### src/rtl/ram_arb_pkg.sv
// ram_arb_pkg: shared types for the two-client RAM arbiter.
//   state_t  : controller state (post-reset clear sweep, normal service)
//   client_t : requester identity, also the round-robin priority pointer
package ram_arb_pkg;

  typedef enum logic {
    ST_CLEAR,
    ST_RUN
  } state_t;

  typedef enum logic {
    CL_A,
    CL_B
  } client_t;

endpackage

### src/rtl/rr_arb2.sv
// rr_arb2: two-way round-robin arbiter.
//   clk, rst_n : clock, asynchronous active-low reset
//   req[1:0]   : requests, bit 0 = client A, bit 1 = client B
//   gnt[1:0]   : one-hot or zero grant, combinational on req
// The priority pointer only matters when both clients request. After any
// grant, it moves to the client that was not served.
module rr_arb2
  import ram_arb_pkg::*;
(
  input  logic       clk,
  input  logic       rst_n,
  input  logic [1:0] req,
  output logic [1:0] gnt
);

  client_t ptr;

  always_comb begin
    gnt = req;
    if (req == 2'b11) begin
      gnt = (ptr == CL_A) ? 2'b01 : 2'b10;
    end
  end

  always_ff @(posedge clk or negedge rst_n) begin
    if (!rst_n) begin
      ptr <= CL_A;
    end else if (gnt[0]) begin
      ptr <= CL_B;
    end else if (gnt[1]) begin
      ptr <= CL_A;
    end
  end

endmodule

### src/rtl/ram_arbiter.sv
// ram_arbiter: round-robin front end for a simple dual-port RAM.
// The RAM has one synchronous write port and one asynchronous read port.
// At most one client access is granted per cycle.
//   a_req/a_we/a_addr/a_wdata : client A request (held until a_gnt)
//   a_gnt                     : A accepted this cycle (combinational)
//   a_rvalid/a_rdata          : registered read return, one cycle after grant
//   b_*                       : the same set of ports for client B
//   ram_wen/ram_din/ram_addrin: RAM write port
//   ram_addrout/ram_dout      : RAM asynchronous read port
//   busy                      : post-reset zero-fill sweep running; no grants
module ram_arbiter
  import ram_arb_pkg::*;
#(
  parameter int RAM_WIDTH      = 8,
  parameter int RAM_ADDR_WIDTH = 3,
  parameter bit CLEAR_ON_RESET = 1'b1
) (
  input  logic                      clk,
  input  logic                      rst_n,
  input  logic                      a_req,
  input  logic                      a_we,
  input  logic [RAM_ADDR_WIDTH-1:0] a_addr,
  input  logic [RAM_WIDTH-1:0]      a_wdata,
  output logic                      a_gnt,
  output logic                      a_rvalid,
  output logic [RAM_WIDTH-1:0]      a_rdata,
  input  logic                      b_req,
  input  logic                      b_we,
  input  logic [RAM_ADDR_WIDTH-1:0] b_addr,
  input  logic [RAM_WIDTH-1:0]      b_wdata,
  output logic                      b_gnt,
  output logic                      b_rvalid,
  output logic [RAM_WIDTH-1:0]      b_rdata,
  output logic                      ram_wen,
  output logic [RAM_WIDTH-1:0]      ram_din,
  output logic [RAM_ADDR_WIDTH-1:0] ram_addrin,
  output logic [RAM_ADDR_WIDTH-1:0] ram_addrout,
  input  logic [RAM_WIDTH-1:0]      ram_dout,
  output logic                      busy
);

  localparam logic [RAM_ADDR_WIDTH-1:0] LAST_ADDR   = '1;
  localparam state_t                    RESET_STATE = CLEAR_ON_RESET ? ST_CLEAR : ST_RUN;

  state_t                    state;
  state_t                    state_nxt;
  logic [RAM_ADDR_WIDTH-1:0] clr_cnt;
  logic [RAM_ADDR_WIDTH-1:0] clr_cnt_nxt;
  logic                      run;
  logic [1:0]                req;
  logic [1:0]                gnt;

  // Requests are masked while rst_n is low so that a request present
  // during reset can neither be granted nor reach the RAM write port.
  assign run = (state == ST_RUN) && rst_n;
  assign req = {b_req, a_req} & {2{run}};

  rr_arb2 u_arb (
    .clk   (clk),
    .rst_n (rst_n),
    .req   (req),
    .gnt   (gnt)
  );

  assign a_gnt = gnt[0];
  assign b_gnt = gnt[1];

  // Controller state and sweep counter
  always_ff @(posedge clk or negedge rst_n) begin
    if (!rst_n) begin
      state   <= RESET_STATE;
      clr_cnt <= '0;
    end else begin
      state   <= state_nxt;
      clr_cnt <= clr_cnt_nxt;
    end
  end

  always_comb begin
    state_nxt   = state;
    clr_cnt_nxt = clr_cnt;
    if (state == ST_CLEAR) begin
      clr_cnt_nxt = clr_cnt + 1'b1;
      if (clr_cnt == LAST_ADDR) begin
        state_nxt   = ST_RUN;
        clr_cnt_nxt = '0;
      end
    end
  end

  // RAM port mux: sweep, granted client, or all-zero when idle
  always_comb begin
    busy        = 1'b0;
    ram_wen     = 1'b0;
    ram_din     = '0;
    ram_addrin  = '0;
    ram_addrout = '0;
    if (state == ST_CLEAR) begin
      busy       = 1'b1;
      ram_wen    = 1'b1;
      ram_addrin = clr_cnt;
    end else if (a_gnt) begin
      if (a_we) begin
        ram_wen    = 1'b1;
        ram_addrin = a_addr;
        ram_din    = a_wdata;
      end else begin
        ram_addrout = a_addr;
      end
    end else if (b_gnt) begin
      if (b_we) begin
        ram_wen    = 1'b1;
        ram_addrin = b_addr;
        ram_din    = b_wdata;
      end else begin
        ram_addrout = b_addr;
      end
    end
  end

  // Per-client read return registers; rdata holds between reads
  always_ff @(posedge clk or negedge rst_n) begin
    if (!rst_n) begin
      a_rvalid <= 1'b0;
      a_rdata  <= '0;
      b_rvalid <= 1'b0;
      b_rdata  <= '0;
    end else begin
      a_rvalid <= a_gnt & ~a_we;
      b_rvalid <= b_gnt & ~b_we;
      if (a_gnt && !a_we) begin
        a_rdata <= ram_dout;
      end
      if (b_gnt && !b_we) begin
        b_rdata <= ram_dout;
      end
    end
  end

endmodule

### config.mk
export PLATFORM = sky130hd
export DESIGN_NAME = ram_arbiter
export DESIGN_NICKNAME = d
export VERILOG_FILES = /design/src/rtl/ram_arb_pkg.sv /design/src/rtl/rr_arb2.sv /design/src/rtl/ram_arbiter.sv
export SDC_FILE = /design/constraint.sdc
export NUM_CORES = 1
export LEC_CHECK = 0
export CELL_PAD_IN_SITES_DETAIL_PLACEMENT = 0
export CELL_PAD_IN_SITES_GLOBAL_PLACEMENT = 1
export CORE_UTILIZATION = 30
export CTS_CLUSTER_SIZE = 40
export DETAILED_ROUTE_END_ITERATION = 6
export PLACE_DENSITY = 0.85
export SYNTH_ARGS = -nofsm -noshare
export SYNTH_HDL_FRONTEND = slang
export SYNTH_SLANG_ARGS = --single-unit
### constraint.sdc
create_clock -name clk -period 3.05 [get_ports clk]
set_input_delay 0.305 -clock clk [delete_from_list [all_inputs] [get_ports clk]]
set_output_delay 0.305 -clock clk [all_outputs]
set_load 0.02 [all_outputs]
Yosys cells after proc, flatten, opt, wreduce, memory -nomap -nowiden
Cells that the tools add are included.

Bits in registers: 23. Input port bits: 36. Output and inout port bits: 36. Logic and storage cells: 49.

Add/sub/neg operators: 1. Equality and inequality tests: 2. Muxes and demuxes: 28. Bitwise logic cells: 5. Reductions and logical operators: 6.

Operators by type and width (count): $mux W8 (5); $mux W3 (11); $mux W1 (10); $mux W2 (2); $add A3 B1 Y3 const B (1); $eq A3 B3 Y1 const B (1); $logic_and A1 B1 Y1 (3); $and A1 B1 Y1 (2); $and A2 B2 Y2 (1); $eq A2 B2 Y1 const B (1); $logic_not A1 Y1 (2); $not A1 Y1 (2); $reduce_bool A2 Y1 (1).

Depth between registers and ports, before layout
Word-level depth: 7. Depth in mapped cells: 4. Gate-level depth less buffers: 4.

Cells and area by module
From an unflattened synthesis, not the netlist that was laid out.

Cell total of the unflattened synthesis: 115. Area, all modules: 1322.5 um2.

By module, submodules not included: ram_arbiter (times used 1, cells each 109, area an instance 1270.0 um2, sequential area each 550.5 um2); rr_arb2 (times used 1, cells each 6, area an instance 52.6 um2, sequential area each 25.0 um2).

Worst setup path before layout
OpenSTA, ideal clock, no wires.

Path type: reg-to-output. Start point: register u_arb.ptr. End point: output port ram_addrin[0]. Arrival time: 1.271 ns. Required time: 2.745 ns. Slack: 1.474 ns. Stages on the path, launching flop included: 5. Buffers on the path: 1. Cells stage by stage: dfrtp_1 nand2b_4 and4_4 buf_6 a221o_1.

Longest elaborated chain between the ends: 5.

Ends and longest elaborated chain: from (decl) (RTL line rr_arb2.sv:16) `client_t ptr;`; from (signal assigned) (RTL line rr_arb2.sv:27) `ptr <= CL_A;`; from (signal assigned) (RTL line rr_arb2.sv:29) `ptr <= CL_B;`; from (signal assigned) (RTL line rr_arb2.sv:31) `ptr <= CL_A;`; $mux W2 * (RTL line rr_arb2.sv:21) `gnt = (ptr == CL_A) ? 2'b01 : 2'b10;`; $mux W2 * (RTL line rr_arb2.sv:20) `if (req == 2'b11) begin`; $mux W3 (RTL line ram_arbiter.sv:110) `end else if (b_gnt) begin`; $mux W3 * (RTL line ram_arbiter.sv:102) `end else if (a_gnt) begin`; $mux W3 * (RTL line ram_arbiter.sv:98) `if (state == ST_CLEAR) begin`; to (decl) (RTL line ram_arbiter.sv:36) `output logic [RAM_ADDR_WIDTH-1:0] ram_addrin,`.

Mark *: on every way between the ends. The rest lies on a longest branch, timed or not.

Worst setup path after layout
Start point: register state. End point: output port ram_addrout[1].

Longest elaborated chain between the ends: 7.

Ends and longest elaborated chain: from (decl) (RTL line ram_arbiter.sv:45) `state_t state;`; from (signal assigned) (RTL line ram_arbiter.sv:74) `state <= state_nxt;`; $logic_and A1 B1 Y1 (RTL line ram_arbiter.sv:55) `assign run = (state == ST_RUN) && rst_n;`; $and A2 B2 Y2 (RTL line ram_arbiter.sv:56) `assign req = {b_req, a_req} & {2{run}};`; $eq A2 B2 Y1 (RTL line rr_arb2.sv:20); $mux W2 (RTL line rr_arb2.sv:20); $mux W3 (RTL line ram_arbiter.sv:110); $mux W3 (RTL line ram_arbiter.sv:102); $mux W3 * (RTL line ram_arbiter.sv:98); to (decl) (RTL line ram_arbiter.sv:37) `output logic [RAM_ADDR_WIDTH-1:0] ram_addrout,`.

Marks and branches as above.

==> parameters.txt <==
Parameter                              Value

Floorplanning
  Site row count    22
  I/O pin total    72
  Die Width    64.91 um
  Initial core utilization    31.95%
  Floorplan die area    4213 um^2
  Floorplan die height    64.91 um
  Core Region    3716 um^2

Global routing
  First-pass GRT wire length    5030 um
  Antenna violations before repair    0
  Maximum number of pins on one net before global-route repair    23
  Overflow left after global routing    0
  Number of global-route vias before repair    1,021
  Global routing usage summed across all routing layers    15.85%

Yosys
  Gate Count Post-Synth    87
  Post-synthesis net count    125
  Cell variety after synth    29
  Number of warnings reported in the yosys synthesis log    0
  Flip-flop and latch count after synthesis    23
  Cell area after synthesis    1187 um^2
  Synthesized area divided by synthesized cell count    13.65 um^2
  Register area share after synthesis    48.47%

Routing
  Wire length per cell    15.42 um
  Number of design-rule violations left by the first detailed-router iteration    20
  Routed vias    1,005
  DRC violations left    0
  Final Routed Wirelength    3192 um
  Remaining antenna violation count    0
  Drt pass-1 iters    4
  Number of vias per cell after detailed routing    4.855

Layout
  Post-layout instance area    1973 um^2
  Top library cells by usage in the layout, fill and taps aside    sky130_fd_sc_hd__clkdlybuf4s50_1, sky130_fd_sc_hd__dfrtp_1, sky130_fd_sc_hd__mux2_2
  Share of layout cells above drive strength 1    20.13%
  Diodes inserted    0
  Area growth from synthesis to final layout    66.17%
  Filler-free cell count of the finished design    207
  Fraction of the core area covered by cells at the end of the flow    53.10%
  Most common cell after layout, fill and taps aside    sky130_fd_sc_hd__clkdlybuf4s50_1
  Total number of nets in the final design    198

CTS
  Clock slew seen by the registers of the worst setup and hold paths    0.08 ns
  Sink Count    23
  Total number of H-tree levels    1
  Total CTS buffers    3
  Clk Latency, worst-skew pair    0.27 ns
  Buffers inserted by post-CTS timing repair    0
  TritonCTS clock tree    built
  Clock root buffer    sky130_fd_sc_hd__clkbuf_8
  PostCTS Resize Cnt    0
  Buffer levels on the longest clock path    2
  Total of hold buffers inserted after clock tree synthesis    0

STA
  Layout Skew    0.001721 ns
  Final-layout setup total negative slack    0 ns
  Final period demand of the worst path    2.571 ns
  Max-slew headroom    70.17%
  Share of the clock period used by the worst path    84.29%
  Slew @ Worst Pin    0.4475 ns
  Final hold violations    0
  Total setup violations reported at the end of the flow    0
  Max Fclk    389.0 MHz
  Slew Limit Fails    0
  Unrepaired setup endpoints after global routing    false

Place
  RD Place Congestion    0.8003
  Cell count after placement    203
  Area after detailed placement    1924 um^2
  Detailed-placement wirelength estimate    2478 um
  Number of buffers added on ports    71

Pwr
  Static leakage    0.8397 nW
  Pwr dens    495.2 nW/um^2
  Total power after layout    0.9771 mW
  Max IR drop VDD    0.3476 mV

Worst setup path
  Delay contributed by the slowest stage of the critical path    0.62 ns
  Kind of end point of the critical path    output port
  Worst path cell trace    and2_4 > and4b_4 > a22o_1 > clkdlybuf4s50_1
  Arrival time of data at the critical path endpoint    2.27 ns
  CP max-delay cell    sky130_fd_sc_hd__dfrtp_1
  Required time at the worst-slack endpoint    2.74 ns
  Buffering stage count on the worst path with inverters included    1
  Critical Path Fanout Max    14
  Crit path max-delay family    flip-flops
  Critical Path Start Type    flop
  Critical path class    reg -> out

Run status
  Result of the run    completed

Job
  Max Cap Viol    0

Min path
  Class of the worst hold path    in -> async
==> synth_stat cells <==
cell,instances,area share (%)
sky130_fd_sc_hd__dfrtp_1,23,48
sky130_fd_sc_hd__mux2_2,11,10
sky130_fd_sc_hd__a22o_1,10,7.4
sky130_fd_sc_hd__mux2_4,7,8.9
sky130_fd_sc_hd__a221o_1,3,2.5
sky130_fd_sc_hd__nor2b_1,3,1.6
sky130_fd_sc_hd__a21oi_1,2,0.84
sky130_fd_sc_hd__and3_1,2,1.1
sky130_fd_sc_hd__buf_6,2,1.9
sky130_fd_sc_hd__ha_1,2,2.1
sky130_fd_sc_hd__nand3_1,2,0.84
sky130_fd_sc_hd__nand4_1,2,1.1
sky130_fd_sc_hd__nand4b_1,2,1.5
sky130_fd_sc_hd__a21o_1,1,0.63
sky130_fd_sc_hd__and2_4,1,0.74
sky130_fd_sc_hd__and3_4,1,0.95
sky130_fd_sc_hd__and4_4,1,0.95
sky130_fd_sc_hd__and4b_4,1,1.2
sky130_fd_sc_hd__buf_8,1,1.3
sky130_fd_sc_hd__clkbuf_1,1,0.32
sky130_fd_sc_hd__inv_1,1,0.32
sky130_fd_sc_hd__inv_4,1,0.53
sky130_fd_sc_hd__nand2_1,1,0.32
sky130_fd_sc_hd__nand2_2,1,0.53
sky130_fd_sc_hd__nand2b_4,1,1.2
sky130_fd_sc_hd__nand3b_2,1,0.95
sky130_fd_sc_hd__nor3_1,1,0.42
sky130_fd_sc_hd__o22a_1,1,0.74
sky130_fd_sc_hd__or2_2,1,0.53
==> cells by family after synthesis <==
group / Yosys count / synth area share, %
AO/OA/AOI/OAI: 17 / 12.12
adder cells (fa/ha/maj): 2 / 2.107
buffers and inverters: 6 / 4.320
flip-flops: 23 / 48.47
multiplexers: 18 / 19.28
AND/OR/NAND/NOR: 21 / 13.70
==> report_power, final <==
part / total [mW] / switching [mW] / internal, mW / leakage [nW]
Clock: 0.191 / 0.0990 / 0.0925 / 0.0217
Sequential: 0.395 / 0.0326 / 0.362 / 0.279
Combinational: 0.391 / 0.166 / 0.225 / 0.539
==> registers in the layout, summed over array words and instances (netlist names) <==
signal     cells
a_rdata        8
a_rvalid       1
b_rdata        8
b_rvalid       1
clr_cnt        3
state          1
u_arb.ptr      1
==> layout make-up <==
cell class                      instances  area (um^2)
Tap cell                               48        60.06
Clock inverter                          1        7.507
Sequential cell                        23        575.6
Timing Repair Buffer                   72        718.2
Fill cell                             322         1743
Clock buffer                            3        41.29
Inverter                                2        10.01
Multi-Input combinational cell         58        560.5
==> path summary, 6_finish.rpt <==
check	start	to	slack, ns	depth (start not counted)
max	state	ram_addrout[1]	0.48	4
min	rst_n	u_arb.ptr	0.26	1
max reg2reg	state	b_rdata[0]	1.33	3
min reg2reg	a_rdata[5]	a_rdata[5]	0.51	1
max in group asynchronous	rst_n	state	2.24	2
min in group clk	a_rdata[5]	a_rdata[5]	0.51	1
==> stage by stage <==
step | hold WS (ns) | setup slack (ns)
final | 0.2631 | 0.4793
after floorplan | 0.009409 | 1.474
after global routing | 0.2670 | 0.3863
after global placement | 0.4957 | 0.4994
after CTS | 0.2598 | 0.4808
after detailed placement | 0.4933 | 0.4857
==> layer usage <==
layer  global-route usage, %  routed length (um)  up-vias
li1                        -                   -      474
met1                   18.63                1344      468
met2                   27.08                1520       59
met3                   4.577                 289        4
met4                   5.833                  38        0
met5                       0                   0        -
==> worst register-to-register path, stage by stage (launching register included) <==
cell and delay [ns]:
sky130_fd_sc_hd__dfrtp_1 0.62, sky130_fd_sc_hd__and2_4 0.24, sky130_fd_sc_hd__and4b_4 0.38, sky130_fd_sc_hd__mux2_2 0.36
Note: power is estimated with default switching activity, not from simulation.
